--- config.mk ---
export PLATFORM = sky130hd
export DESIGN_NAME = mult_div_sequencer_flat
export DESIGN_NICKNAME = d
export VERILOG_FILES = /design/src/rtl/mult_div_sequencer_pkg.sv /design/src/rtl/mult_div_sequencer_if.sv /design/src/rtl/mult_div_sequencer_sign_fix.sv /design/src/rtl/mult_div_sequencer.sv /design/src/flat_wrapper.sv
export SDC_FILE = /design/constraint.sdc
export NUM_CORES = 1
export LEC_CHECK = 0
export ABC_AREA = 1
export CORE_MARGIN = 2
export CORE_UTILIZATION = 45
export DETAILED_ROUTE_END_ITERATION = 10
export HOLD_SLACK_MARGIN = 0.06
export PLACE_DENSITY = 0.82
export SLEW_MARGIN = 25
export SYNTH_ARGS = -nofsm -noshare
export SYNTH_HDL_FRONTEND = slang
export SYNTH_SLANG_ARGS = --single-unit
--- constraint.sdc ---
create_clock -name Clk -period 2.35 [get_ports Clk]
set_input_delay 0.235 -clock Clk [delete_from_list [all_inputs] [get_ports Clk]]
set_output_delay 0.235 -clock Clk [all_outputs]
set_load 0.01 [all_outputs]
--- src/rtl/mult_div_sequencer_pkg.sv ---
// Shared constants for the multiply/divide sequencer: ALU opcodes, operation
// encodings and the controller state encoding.
package alu_ctrl_pkg;

  localparam logic [4:0] ALU_AND = 5'b00000;
  localparam logic [4:0] ALU_OR  = 5'b00001;
  localparam logic [4:0] ALU_ADD = 5'b00010;
  localparam logic [4:0] ALU_SUB = 5'b00110;
  localparam logic [4:0] ALU_SLT = 5'b00111;

  localparam logic [1:0] OP_MULTU = 2'b00;
  localparam logic [1:0] OP_DIVU  = 2'b01;
  localparam logic [1:0] OP_MULT  = 2'b10;
  localparam logic [1:0] OP_DIV   = 2'b11;

  typedef enum logic [2:0] {
    S_IDLE = 3'd0,
    S_LOAD = 3'd1,
    S_RUN  = 3'd2,
    S_FIX  = 3'd3,
    S_DONE = 3'd4
  } state_t;

endpackage

--- src/rtl/mult_div_sequencer_if.sv ---
// Request/result and shared-ALU signals of the multiply/divide sequencer.
// master = requester plus ALU side, slave = the sequencer itself.
interface mult_div_sequencer_if;
  import alu_ctrl_pkg::*;

  logic        Start;
  logic [1:0]  Op;
  logic [31:0] OpA;
  logic [31:0] OpB;
  logic        Busy;
  logic        Done;
  logic        DivZero;
  logic [31:0] Hi;
  logic [31:0] Lo;
  logic        AluReq;
  logic [4:0]  ALUControl;
  logic [31:0] ALUA;
  logic [31:0] ALUB;
  logic [31:0] ALUResult;
  state_t      dbg_state;

  modport master (
    output Start, Op, OpA, OpB, ALUResult,
    input  Busy, Done, DivZero, Hi, Lo, AluReq, ALUControl, ALUA, ALUB, dbg_state
  );

  modport slave (
    input  Start, Op, OpA, OpB, ALUResult,
    output Busy, Done, DivZero, Hi, Lo, AluReq, ALUControl, ALUA, ALUB, dbg_state
  );

endinterface

--- src/rtl/mult_div_sequencer_sign_fix.sv ---
// Combinational two's-complement abs/negate helper: two 32-bit lanes and one
// 64-bit lane, each negated only when its enable is set.
module md_sign_fix (
  input  logic [31:0] a,
  input  logic        neg_a,
  input  logic [31:0] b,
  input  logic        neg_b,
  input  logic [63:0] w,
  input  logic        neg_w,
  output logic [31:0] a_fix,
  output logic [31:0] b_fix,
  output logic [63:0] w_fix
);

  assign a_fix = neg_a ? (~a + 32'd1) : a;
  assign b_fix = neg_b ? (~b + 32'd1) : b;
  assign w_fix = neg_w ? (~w + 64'd1) : w;

endmodule

--- src/rtl/mult_div_sequencer.sv ---
// Multi-cycle MULT/MULTU/DIV/DIVU controller that borrows the shared 32-bit
// ALU for 32 shift-add / restoring-subtract iterations and owns HI/LO.
module mult_div_sequencer
  import alu_ctrl_pkg::*;
#(
  parameter int WIDTH = 32,
  parameter int ITER  = 32
) (
  input logic                 Clk,
  input logic                 Rst_n,
  mult_div_sequencer_if.slave bus
);

  // Handshake: Start is sampled only when not Busy (IDLE or DONE); Busy is
  // high through LOAD/RUN/FIX; Done pulses for one cycle with Hi/Lo/DivZero
  // valid, and those hold until the next accepted Start reaches LOAD.

  localparam int CW = $clog2(ITER);

  state_t           state, state_nxt;
  logic [1:0]       op_q;
  logic             sign_a, sign_b, b_zero;
  logic [WIDTH-1:0] m_q, q_q, hi_q, lo_q;
  logic             dz_q;
  logic [CW-1:0]    cnt;

  logic             is_div, is_signed, in_fix, last;
  logic [WIDTH-1:0] sf_a, sf_b, res_a, res_b;
  logic             sf_na, sf_nb, sf_nw;
  logic [2*WIDTH-1:0] res_w;
  logic [WIDTH-1:0] div_sh, alu_a, alu_b;
  logic [4:0]       alu_ctrl;
  logic             alu_req, carry, ge;

  assign is_div    = op_q[0];
  assign is_signed = op_q[1];
  assign in_fix    = (state == S_FIX);
  assign last      = (cnt == CW'(ITER - 1));

  // One helper serves both operand capture (IDLE/DONE) and the FIX pass.
  assign sf_a  = in_fix ? hi_q : bus.OpA;
  assign sf_na = in_fix ? (is_div & is_signed & sign_a) : (bus.Op[1] & bus.OpA[WIDTH-1]);
  assign sf_b  = in_fix ? lo_q : bus.OpB;
  assign sf_nb = in_fix ? (is_div & is_signed & (sign_a ^ sign_b))
                        : (bus.Op[1] & bus.OpB[WIDTH-1]);
  assign sf_nw = ~is_div & is_signed & (sign_a ^ sign_b);

  md_sign_fix u_sign_fix (
    .a     (sf_a),
    .neg_a (sf_na),
    .b     (sf_b),
    .neg_b (sf_nb),
    .w     ({hi_q, lo_q}),
    .neg_w (sf_nw),
    .a_fix (res_a),
    .b_fix (res_b),
    .w_fix (res_w)
  );

  // Low 32 bits of the shifted partial remainder {Hi, Lo[31]}; Hi[31] is its 33rd bit.
  assign div_sh = {hi_q[WIDTH-2:0], lo_q[WIDTH-1]};
  assign carry  = (bus.ALUResult < hi_q);
  assign ge     = hi_q[WIDTH-1] | (div_sh >= m_q);

  always_comb begin
    alu_req  = 1'b0;
    alu_ctrl = ALU_ADD;
    alu_a    = '0;
    alu_b    = '0;
    if (state == S_RUN) begin
      alu_req = 1'b1;
      if (is_div) begin
        alu_ctrl = ALU_SUB;
        alu_a    = div_sh;
        alu_b    = m_q;
      end else begin
        alu_a = hi_q;
        alu_b = lo_q[0] ? m_q : '0;
      end
    end
  end

  always_comb begin
    state_nxt = state;
    case (state)
      S_IDLE:  if (bus.Start) state_nxt = S_LOAD;
      S_LOAD:  state_nxt = S_RUN;
      S_RUN:   if (last) state_nxt = S_FIX;
      S_FIX:   state_nxt = S_DONE;
      S_DONE:  state_nxt = bus.Start ? S_LOAD : S_IDLE;
      default: state_nxt = S_IDLE;
    endcase
  end

  always_ff @(posedge Clk or negedge Rst_n) begin
    if (!Rst_n) state <= S_IDLE;
    else        state <= state_nxt;
  end

  always_ff @(posedge Clk or negedge Rst_n) begin
    if (!Rst_n) begin
      op_q   <= '0;
      sign_a <= 1'b0;
      sign_b <= 1'b0;
      b_zero <= 1'b0;
      m_q    <= '0;
      q_q    <= '0;
      hi_q   <= '0;
      lo_q   <= '0;
      dz_q   <= 1'b0;
      cnt    <= '0;
    end else begin
      case (state)
        S_IDLE, S_DONE: begin
          if (bus.Start) begin
            op_q   <= bus.Op;
            sign_a <= bus.OpA[WIDTH-1];
            sign_b <= bus.OpB[WIDTH-1];
            b_zero <= (bus.OpB == '0);
            m_q    <= res_b;
            q_q    <= res_a;
          end
        end
        S_LOAD: begin
          hi_q <= '0;
          lo_q <= q_q;
          dz_q <= 1'b0;
          cnt  <= '0;
        end
        S_RUN: begin
          cnt <= cnt + CW'(1);
          if (is_div) begin
            hi_q <= ge ? bus.ALUResult : div_sh;
            lo_q <= {lo_q[WIDTH-2:0], ge};
          end else begin
            {hi_q, lo_q} <= {carry, bus.ALUResult, lo_q[WIDTH-1:1]};
          end
        end
        S_FIX: begin
          if (!is_div && is_signed) begin
            {hi_q, lo_q} <= res_w;
          end else begin
            hi_q <= res_a;
            lo_q <= res_b;
          end
          dz_q <= is_div & b_zero;
        end
        default: ;
      endcase
    end
  end

  assign bus.Busy       = (state == S_LOAD) || (state == S_RUN) || (state == S_FIX);
  assign bus.Done       = (state == S_DONE);
  assign bus.DivZero    = dz_q;
  assign bus.Hi         = hi_q;
  assign bus.Lo         = lo_q;
  assign bus.AluReq     = alu_req;
  assign bus.ALUControl = alu_ctrl;
  assign bus.ALUA       = alu_a;
  assign bus.ALUB       = alu_b;
  assign bus.dbg_state  = state;

endmodule

--- src/flat_wrapper.sv ---
// flat-port wrapper written by rule: the top's interface ports become plain ports
module mult_div_sequencer_flat import alu_ctrl_pkg::*;
#(
  parameter int WIDTH = 32,
  parameter int ITER  = 32
)
  (Clk, Rst_n, bus_Start, bus_Op, bus_OpA, bus_OpB, bus_ALUResult, bus_Busy, bus_Done, bus_DivZero, bus_Hi, bus_Lo, bus_AluReq, bus_ALUControl, bus_ALUA, bus_ALUB, bus_dbg_state);
  mult_div_sequencer_if bus_i ();
  input logic Clk;
  input logic Rst_n;
  input wire logic [$bits(bus_i.Start)-1:0] bus_Start;
  input wire logic [$bits(bus_i.Op)-1:0] bus_Op;
  input wire logic [$bits(bus_i.OpA)-1:0] bus_OpA;
  input wire logic [$bits(bus_i.OpB)-1:0] bus_OpB;
  input wire logic [$bits(bus_i.ALUResult)-1:0] bus_ALUResult;
  output wire logic [$bits(bus_i.Busy)-1:0] bus_Busy;
  output wire logic [$bits(bus_i.Done)-1:0] bus_Done;
  output wire logic [$bits(bus_i.DivZero)-1:0] bus_DivZero;
  output wire logic [$bits(bus_i.Hi)-1:0] bus_Hi;
  output wire logic [$bits(bus_i.Lo)-1:0] bus_Lo;
  output wire logic [$bits(bus_i.AluReq)-1:0] bus_AluReq;
  output wire logic [$bits(bus_i.ALUControl)-1:0] bus_ALUControl;
  output wire logic [$bits(bus_i.ALUA)-1:0] bus_ALUA;
  output wire logic [$bits(bus_i.ALUB)-1:0] bus_ALUB;
  output wire logic [$bits(bus_i.dbg_state)-1:0] bus_dbg_state;
  assign bus_i.Start = bus_Start;
  assign bus_i.Op = bus_Op;
  assign bus_i.OpA = bus_OpA;
  assign bus_i.OpB = bus_OpB;
  assign bus_i.ALUResult = bus_ALUResult;
  assign bus_Busy = bus_i.Busy;
  assign bus_Done = bus_i.Done;
  assign bus_DivZero = bus_i.DivZero;
  assign bus_Hi = bus_i.Hi;
  assign bus_Lo = bus_i.Lo;
  assign bus_AluReq = bus_i.AluReq;
  assign bus_ALUControl = bus_i.ALUControl;
  assign bus_ALUA = bus_i.ALUA;
  assign bus_ALUB = bus_i.ALUB;
  assign bus_dbg_state = bus_i.dbg_state;
  mult_div_sequencer #(.WIDTH(WIDTH), .ITER(ITER)) u_core (.Clk(Clk), .Rst_n(Rst_n), .bus(bus_i));
endmodule
==> report_table.html, run 1 <==
<table>
<tr><th>Metric</th><th>Value</th></tr>
<tr><th colspan="2">STA</th></tr>
<tr><td>End pin of the worst setup path after global-route repair</td><td>u_core.bus.Lo[14]$_DFFE_PN0P_/D</td></tr>
<tr><td>Type of the worst endpoint after the last repair</td><td>register data pin</td></tr>
<tr><th colspan="2">CTS</th></tr>
<tr><td>Root buffer cell</td><td>sky130_fd_sc_hd__clkbuf_16</td></tr>
<tr><td>Max H-tree Level</td><td>4</td></tr>
<tr><td>Clock buffer depth</td><td>2</td></tr>
<tr><td>Clock sink count</td><td>between 100 and 150</td></tr>
<tr><td>Num CTS Buffers</td><td>17</td></tr>
<tr><th colspan="2">Global routing</th></tr>
<tr><td>GRT overflow</td><td>19</td></tr>
<tr><td>Total GRT Usage</td><td>around 66%</td></tr>
<tr><td>Pin count of the biggest net entering global routing</td><td>88</td></tr>
<tr><th colspan="2">Logic synthesis</th></tr>
<tr><td>Count of mapped cells out of synthesis</td><td>approximately 2500</td></tr>
<tr><td>Count of flip-flops with a built-in enable after synthesis</td><td>0</td></tr>
<tr><td>Syn. warnings</td><td>0</td></tr>
<tr><td>Number of unique standard cell types used by synthesis</td><td>52</td></tr>
<tr><td>Syn Std Cell Area</td><td>14800 sq um</td></tr>
<tr><td>Share of synthesized registers carrying an async set or reset</td><td>100%</td></tr>
<tr><td>Top flip-flop cell by instance count after synthesis</td><td>sky130_fd_sc_hd__dfrtp_1</td></tr>
<tr><td>Sequential cell area fraction in the yosys report</td><td>24.0%</td></tr>
<tr><td>Seq cells post-synth</td><td>142</td></tr>
<tr><td>Mean post-synth cell area</td><td>5.94 sq um</td></tr>
<tr><th colspan="2">Floorplan</th></tr>
<tr><td>Die Wd</td><td>185 um</td></tr>
<tr><td>Ports</td><td>241</td></tr>
<tr><td>Count of standard-cell rows</td><td>66</td></tr>
<tr><td>Starting density of the core</td><td>between 40% and 50%</td></tr>
<tr><td>Die span in y</td><td>185 um</td></tr>
<tr><th colspan="2">Placed design</th></tr>
<tr><td>Cell total after placement</td><td>3561</td></tr>
<tr><td>Placed wire-length estimate after detailed placement</td><td>61.8 mm</td></tr>
<tr><td>Port bufs</td><td>236</td></tr>
<tr><td>RD Place Congestion</td><td>between 1 and 1.5</td></tr>
<tr><th colspan="2">Outcome</th></tr>
<tr><td>Result of the run</td><td>did not finish</td></tr>
<tr><td>Tool Error</td><td>[ERROR GRT-0232] Routing congestion too high. Check the congestion heatmap in the GUI.</td></tr>
<tr><td>Fail Step</td><td>5_1_grt</td></tr>
</table>
[through the flow]
stage          setup TNS [ns]  area (sq um)  util, %  hold WS [ns]  setup WS (ns)
3_3_place_gp           -17.65         21300     65.5         0.145         -0.568
2_1_floorplan               0         14800        -       -0.0606        0.00190
4_1_cts                 -4.28         24000     73.9         0.230         -0.172
3_5_place_dp           -22.56         21300     65.5         0.139         -0.572
[metal layers]
layer	overflow	GRT usage, %
met1	2	70.9
met2	8	83.2
met3	0	45.9
met4	9	57.0
met5	0	24.9
[what timing repair did]
action | in CTS
resized for setup | 632
endpoints found under the setup margin | 189
setup buffers | 77
endpoints found under the hold margin | 72
pin swaps | 124
gates cloned | 11
hold buffers | 1
[Yosys cell counts (12+ instances only)]
cell / count / area [sq um]
sky130_fd_sc_hd__buf_4: 15 / 113
sky130_fd_sc_hd__nor2_1: 339 / 1270
sky130_fd_sc_hd__ha_1: 68 / 851
sky130_fd_sc_hd__buf_2: 12 / 60.1
sky130_fd_sc_hd__nand3_1: 193 / 966
sky130_fd_sc_hd__nor4_1: 15 / 93.8
sky130_fd_sc_hd__nor3_1: 50 / 250
sky130_fd_sc_hd__dfrtp_1: 142 / 3550
sky130_fd_sc_hd__xor2_1: 38 / 333
sky130_fd_sc_hd__buf_1: 13 / 48.8
sky130_fd_sc_hd__o21ai_1: 18 / 90.1
sky130_fd_sc_hd__nand2_1: 719 / 2700
sky130_fd_sc_hd__a21oi_1: 137 / 686
sky130_fd_sc_hd__clkbuf_1: 73 / 274
sky130_fd_sc_hd__o21ai_0: 178 / 891
sky130_fd_sc_hd__o21ai_2: 15 / 131
sky130_fd_sc_hd__clkinv_1: 17 / 63.8
sky130_fd_sc_hd__a211oi_1: 49 / 368
sky130_fd_sc_hd__nand4_1: 55 / 344
sky130_fd_sc_hd__a31oi_1: 15 / 93.8
sky130_fd_sc_hd__a22oi_1: 12 / 90.1
sky130_fd_sc_hd__inv_1: 238 / 893
[kinds of logic after synthesis]
logic type / Yosys count / synth area share (%)
buffers and inverters: 379 / 10.4
xor gates and xnor gates: 45 / 2.66
AOI/OAI and AO/OA: 460 / 17.9
adders and majority gates: 68 / 5.75
and+or+nand+nor: 1395 / 39.2
other: 2 / 0.0507
DFF: 142 / 24.0
==> run 2, diff against run 1 <==
--- a/config.mk
+++ b/config.mk
@@ -7,10 +7,9 @@
 export LEC_CHECK = 0
 export ABC_AREA = 1
 export CORE_MARGIN = 2
-export CORE_UTILIZATION = 45
+export CORE_UTILIZATION = 30
 export DETAILED_ROUTE_END_ITERATION = 10
-export HOLD_SLACK_MARGIN = 0.06
-export PLACE_DENSITY = 0.82
+export PLACE_DENSITY_LB_ADDON = 0.15
 export SLEW_MARGIN = 25
 export SYNTH_ARGS = -nofsm -noshare
 export SYNTH_HDL_FRONTEND = slang
==> constraint.sdc (replaced) <==
create_clock -name Clk -period 3.1 [get_ports Clk]
set_input_delay 0.31 -clock Clk [delete_from_list [all_inputs] [get_ports Clk]]
set_output_delay 0.31 -clock Clk [all_outputs]
set_load 0.01 [all_outputs]
==> report_table.html, run 2 <==
<table>
<tr><th>Metric</th><th>Value</th></tr>
<tr><th colspan="2">Setup path</th></tr>
<tr><td>Depth of the worst register-to-register path</td><td>13</td></tr>
<tr><td>Crit-path max FO</td><td>49</td></tr>
<tr><td>Crit path launch type</td><td>register</td></tr>
<tr><td>Setup crit end kind</td><td>register</td></tr>
<tr><td>Arrival time of data at the critical path endpoint</td><td>3.34 ns</td></tr>
<tr><td>Required time reported for the critical path endpoint</td><td>roughly 3.4 ns</td></tr>
<tr><td>Reg-to-Reg End</td><td>u_core.m_q[12]$_DFFE_PN0P_</td></tr>
<tr><td>Worst R2R Start</td><td>u_core.bus.dbg_state[2]$_DFFE_PN0P_</td></tr>
<tr><td>Flop2flop setup slack</td><td>0.04 ns</td></tr>
<tr><td>Setup CP Type</td><td>reg2reg</td></tr>
<tr><th colspan="2">Final layout</th></tr>
<tr><td>Leading cell types in the layout, fill and taps excluded</td><td>715 x sky130_fd_sc_hd__nand2_1, 336 x sky130_fd_sc_hd__nor2_1, 237 x sky130_fd_sc_hd__inv_1</td></tr>
<tr><td>Synth-to-layout area growth</td><td>33.2%</td></tr>
<tr><td>Ant diodes</td><td>0</td></tr>
<tr><td>Final cell utilization of the core</td><td>between 40% and 50%</td></tr>
<tr><td>Final layout net count</td><td>around 3000</td></tr>
<tr><td>Non-filler cells, final</td><td>3501</td></tr>
<tr><td>Fraction of final layout cells with drive strength greater than 1</td><td>10.0%</td></tr>
<tr><td>Most common cell after layout, fill and taps aside</td><td>sky130_fd_sc_hd__nand2_1</td></tr>
<tr><th colspan="2">Logic synthesis</th></tr>
<tr><td>Seq cells post-synth</td><td>142 (unchanged)</td></tr>
<tr><td>Cell types with the largest area share after synthesis</td><td>sky130_fd_sc_hd__dfrtp_1 24%, sky130_fd_sc_hd__nand2_1 18%, sky130_fd_sc_hd__nor2_1 8.6%</td></tr>
<tr><td>Leading post-synthesis cells by instance count</td><td>719 x sky130_fd_sc_hd__nand2_1, 339 x sky130_fd_sc_hd__nor2_1, 238 x sky130_fd_sc_hd__inv_1, 193 x sky130_fd_sc_hd__nand3_1, 178 x sky130_fd_sc_hd__o21ai_0</td></tr>
<tr><td>Mean post-synth cell area</td><td>5.94 sq um (unchanged)</td></tr>
<tr><td>Cell taking the most area after synthesis</td><td>sky130_fd_sc_hd__dfrtp_1</td></tr>
<tr><td>Synth top area share</td><td>24.0% (unchanged)</td></tr>
<tr><td>Share of synthesized registers carrying an async set or reset</td><td>100% (unchanged)</td></tr>
<tr><td>Count of mapped cells out of synthesis</td><td>2491 (unchanged)</td></tr>
<tr><td>Syn Std Cell Area</td><td>14800 sq um (unchanged)</td></tr>
<tr><td>Most repeated cell in the gate-level netlist after synthesis</td><td>sky130_fd_sc_hd__nand2_1</td></tr>
<tr><td>Syn. warnings</td><td>0 (unchanged)</td></tr>
<tr><td>Top flip-flop cell by instance count after synthesis</td><td>sky130_fd_sc_hd__dfrtp_1</td></tr>
<tr><td>Sequential cell area fraction in the yosys report</td><td>24.0% (unchanged)</td></tr>
<tr><td>Number of unique standard cell types used by synthesis</td><td>52 (unchanged)</td></tr>
<tr><td>Count of flip-flops with a built-in enable after synthesis</td><td>0 (unchanged)</td></tr>
<tr><th colspan="2">Route</th></tr>
<tr><td>Total detailed-routing wirelength</td><td>90.3 mm</td></tr>
<tr><td>Number of violations reported at the end of detailed-routing iteration 0</td><td>2343</td></tr>
<tr><td>Remaining routing DRC violations</td><td>0</td></tr>
<tr><td>Number of iterations in the first detailed-routing pass</td><td>6</td></tr>
<tr><td>Post-detailed-route wirelength per cell</td><td>between 20 and 30 um</td></tr>
<tr><td>Final antenna-violating net count</td><td>0</td></tr>
<tr><td>Detailed-route via count</td><td>between 15000 and 20000</td></tr>
<tr><td>Average vias per placed instance</td><td>5.52</td></tr>
<tr><th colspan="2">Worst hold path</th></tr>
<tr><td>Worst hold path class</td><td>in2reg</td></tr>
<tr><td>Hold path start</td><td>bus_Op[0]</td></tr>
<tr><td>Worst Hold Path EP</td><td>u_core.op_q[0]$_DFFE_PN0P_</td></tr>
<tr><td>Worst hold path depth</td><td>3</td></tr>
<tr><th colspan="2">Outcome</th></tr>
<tr><td>Result of the run</td><td>finished, final reports clean</td></tr>
<tr><th colspan="2">STA</th></tr>
<tr><td>Slew at the pin closest to its max-slew limit</td><td>just under 1 ns</td></tr>
<tr><td>Highest clock rate</td><td>327 MHz</td></tr>
<tr><td>Worst clock skew on the final layout</td><td>between 0.015 and 0.02 ns</td></tr>
<tr><td>Final Hold Viols</td><td>0</td></tr>
<tr><td>Max Transition Viols Final</td><td>0</td></tr>
<tr><td>Slew HR</td><td>34.0%</td></tr>
<tr><td>Final Setup Violations</td><td>0</td></tr>
<tr><td>Shortest clock period the worst path allows after layout</td><td>3.06 ns</td></tr>
<tr><td>Fraction of the cycle the final worst path needs</td><td>about 99%</td></tr>
<tr><th colspan="2">Global routing</th></tr>
<tr><td>Number of antenna violations at the first check in global routing</td><td>1</td></tr>
<tr><td>Pin count of the biggest net entering global routing</td><td>109</td></tr>
<tr><td>First-pass GRT wire length</td><td>127 mm</td></tr>
<tr><td>Number of global-route vias before repair</td><td>17700</td></tr>
<tr><td>Total GRT Usage</td><td>35.1%</td></tr>
<tr><td>GRT overflow</td><td>0</td></tr>
<tr><th colspan="2">Floorplan</th></tr>
<tr><td>Count of standard-cell rows</td><td>81 (+23%)</td></tr>
<tr><td>Total die area</td><td>51100 sq um</td></tr>
<tr><td>Floorplan Core Area</td><td>48800 sq um</td></tr>
<tr><td>Die Wd</td><td>226 um (+22%)</td></tr>
<tr><td>Ports</td><td>241 (unchanged)</td></tr>
<tr><td>Die span in y</td><td>226 um (+22%)</td></tr>
<tr><td>Starting density of the core</td><td>30.3% (-15 points)</td></tr>
<tr><th colspan="2">Placed design</th></tr>
<tr><td>RD Place Congestion</td><td>1.04 (+0.73%)</td></tr>
<tr><td>Placed wire-length estimate after detailed placement</td><td>72.2 mm (+17%)</td></tr>
<tr><td>Cell total after placement</td><td>3455 (-3.0%)</td></tr>
<tr><td>Port bufs</td><td>236 (unchanged)</td></tr>
<tr><th colspan="2">CTS</th></tr>
<tr><td>Max H-tree Level</td><td>4 (unchanged)</td></tr>
<tr><td>Clock buffer depth</td><td>2 (unchanged)</td></tr>
<tr><td>Root buffer cell</td><td>sky130_fd_sc_hd__clkbuf_16</td></tr>
<tr><td>Clock Latency Late Sink</td><td>0.51 ns</td></tr>
<tr><td>Clock sink count</td><td>142 (unchanged)</td></tr>
<tr><td>Clock input transition at the sequential cells of the worst setup and hold paths</td><td>0.07 ns</td></tr>
<tr><td>Clock tree from TritonCTS</td><td>done</td></tr>
<tr><td>Num CTS Buffers</td><td>17 (unchanged)</td></tr>
<tr><th colspan="2">Pwr</th></tr>
<tr><td>Reported leakage power</td><td>roughly 9.2 nW</td></tr>
<tr><td>Power density relative to cell area</td><td>1140 nW/um^2</td></tr>
<tr><td>Worst voltage drop across the vdd grid</td><td>~0.00074 V</td></tr>
<tr><th colspan="2">Flow run</th></tr>
<tr><td>Max-cap viol count</td><td>0</td></tr>
</table>
## run 2: cell counts after synthesis
Identical to the previous run, type by type.
## run 2: timing repair
action / 4_1_cts / 5_1_grt
setup buffers: 3 / 8
hold endpoints to repair: 77 / 0
hold buffers: 1 / 0
setup endpoints to repair: 8 / 49
pin swaps: 0 / 4
gates cloned: 1 / 1
gates resized for setup: 8 / 13
## run 2: logic make-up after synthesis
group                    synth area share [%]
buffers and inverters                    10.4
AO/OA/AOI/OAI                            17.9
adder cells (fa/ha/maj)                  5.75
XOR/XNOR                                 2.66
other                                  0.0507
AND/OR/NAND/NOR                          39.2
flip-flops                               24.0
## run 2: per-layer routing
metal  track usage [%]  vias up  share of wire, %
met3              6.35      123               8.3
met1              48.5     9311                44
met4              12.3        2               3.5
met5                 0        -             0.014
li1                  -     8897                 -
met2              54.4     1004                44
## run 2: cell type report
| class | instances | area, sq um |
|---|---|---|
| flip-flops and latches | 142 | 3560 |
| clock inverters | 12 | 125 |
| inverters | 259 | 973 |
| repair buffers | 430 | 3940 |
| fillers | 5386 | 29100 |
| well taps | 664 | 831 |
| multi-input cells | 1974 | 9820 |
| clock buffers | 20 | 467 |
## run 2: where the power goes
part / switching (mW) / internal [mW]
Combinational: 10.7 / 5.67
Clock: 1.04 / 1.18
Sequential: 1.10 / 2.79
Total: 12.8 / 9.64
## run 2: metrics by stage
step                      worst slack, ns  TNS [ns]  hold WS (ns)  cell area [sq um]  power (mW)
after floorplan                     0.698         0        0.0144              14800        11.9
after global placement             -0.351    -0.793         0.468              18900        19.7
after detailed placement           -0.368    -0.888         0.467              18900        19.6
after CTS                         0.00109         0         0.347              19600        22.0
after global routing              -0.0220   -0.0426         0.414              19700        23.8
final                              0.0435         0         0.373              19700        22.4
## run 2: worst max-delay path by stage
| stage | from | endpoint | slack (ns) | cells past startpoint |
|---|---|---|---|---|
| floorplan | u_core.bus.dbg_state[1]$_DFFE_PN0P_ | u_core.bus.Hi[16]$_DFFE_PN0P_ | 0.70 | 20 |
| global placement | u_core.bus.dbg_state[1]$_DFFE_PN0P_ | u_core.bus.Lo[16]$_DFFE_PN0P_ | -0.35 | 15 |
| detailed placement | u_core.bus.dbg_state[0]$_DFFE_PN0P_ | u_core.bus.Lo[16]$_DFFE_PN0P_ | -0.37 | 14 |
| CTS | u_core.bus.dbg_state[0]$_DFFE_PN0P_ | bus_ALUA[22] | 0.001 | 6 |
| global route | u_core.bus.dbg_state[2]$_DFFE_PN0P_ | u_core.m_q[12]$_DFFE_PN0P_ | -0.02 | 13 |
| finish | u_core.bus.dbg_state[2]$_DFFE_PN0P_ | u_core.m_q[12]$_DFFE_PN0P_ | 0.04 | 13 |
## run 2: worst max-delay path, cell delays in order, from the launching register on
cell	delay (ns)
sky130_fd_sc_hd__dfrtp_2	0.44
sky130_fd_sc_hd__inv_2	0.12
sky130_fd_sc_hd__nand3_4	0.19
sky130_fd_sc_hd__buf_12	0.24
sky130_fd_sc_hd__nand2_1	0.11
sky130_fd_sc_hd__o21ai_0	0.19
sky130_fd_sc_hd__nor2_1	0.22
sky130_fd_sc_hd__buf_4	0.14
sky130_fd_sc_hd__nand3_1	0.08
sky130_fd_sc_hd__nor2_1	0.24
sky130_fd_sc_hd__nand2_1	0.10
sky130_fd_sc_hd__nand2_1	0.17
sky130_fd_sc_hd__xor2_1	0.31
sky130_fd_sc_hd__o21ai_0	0.24
Note: power is estimated with default switching activity, not from simulation.
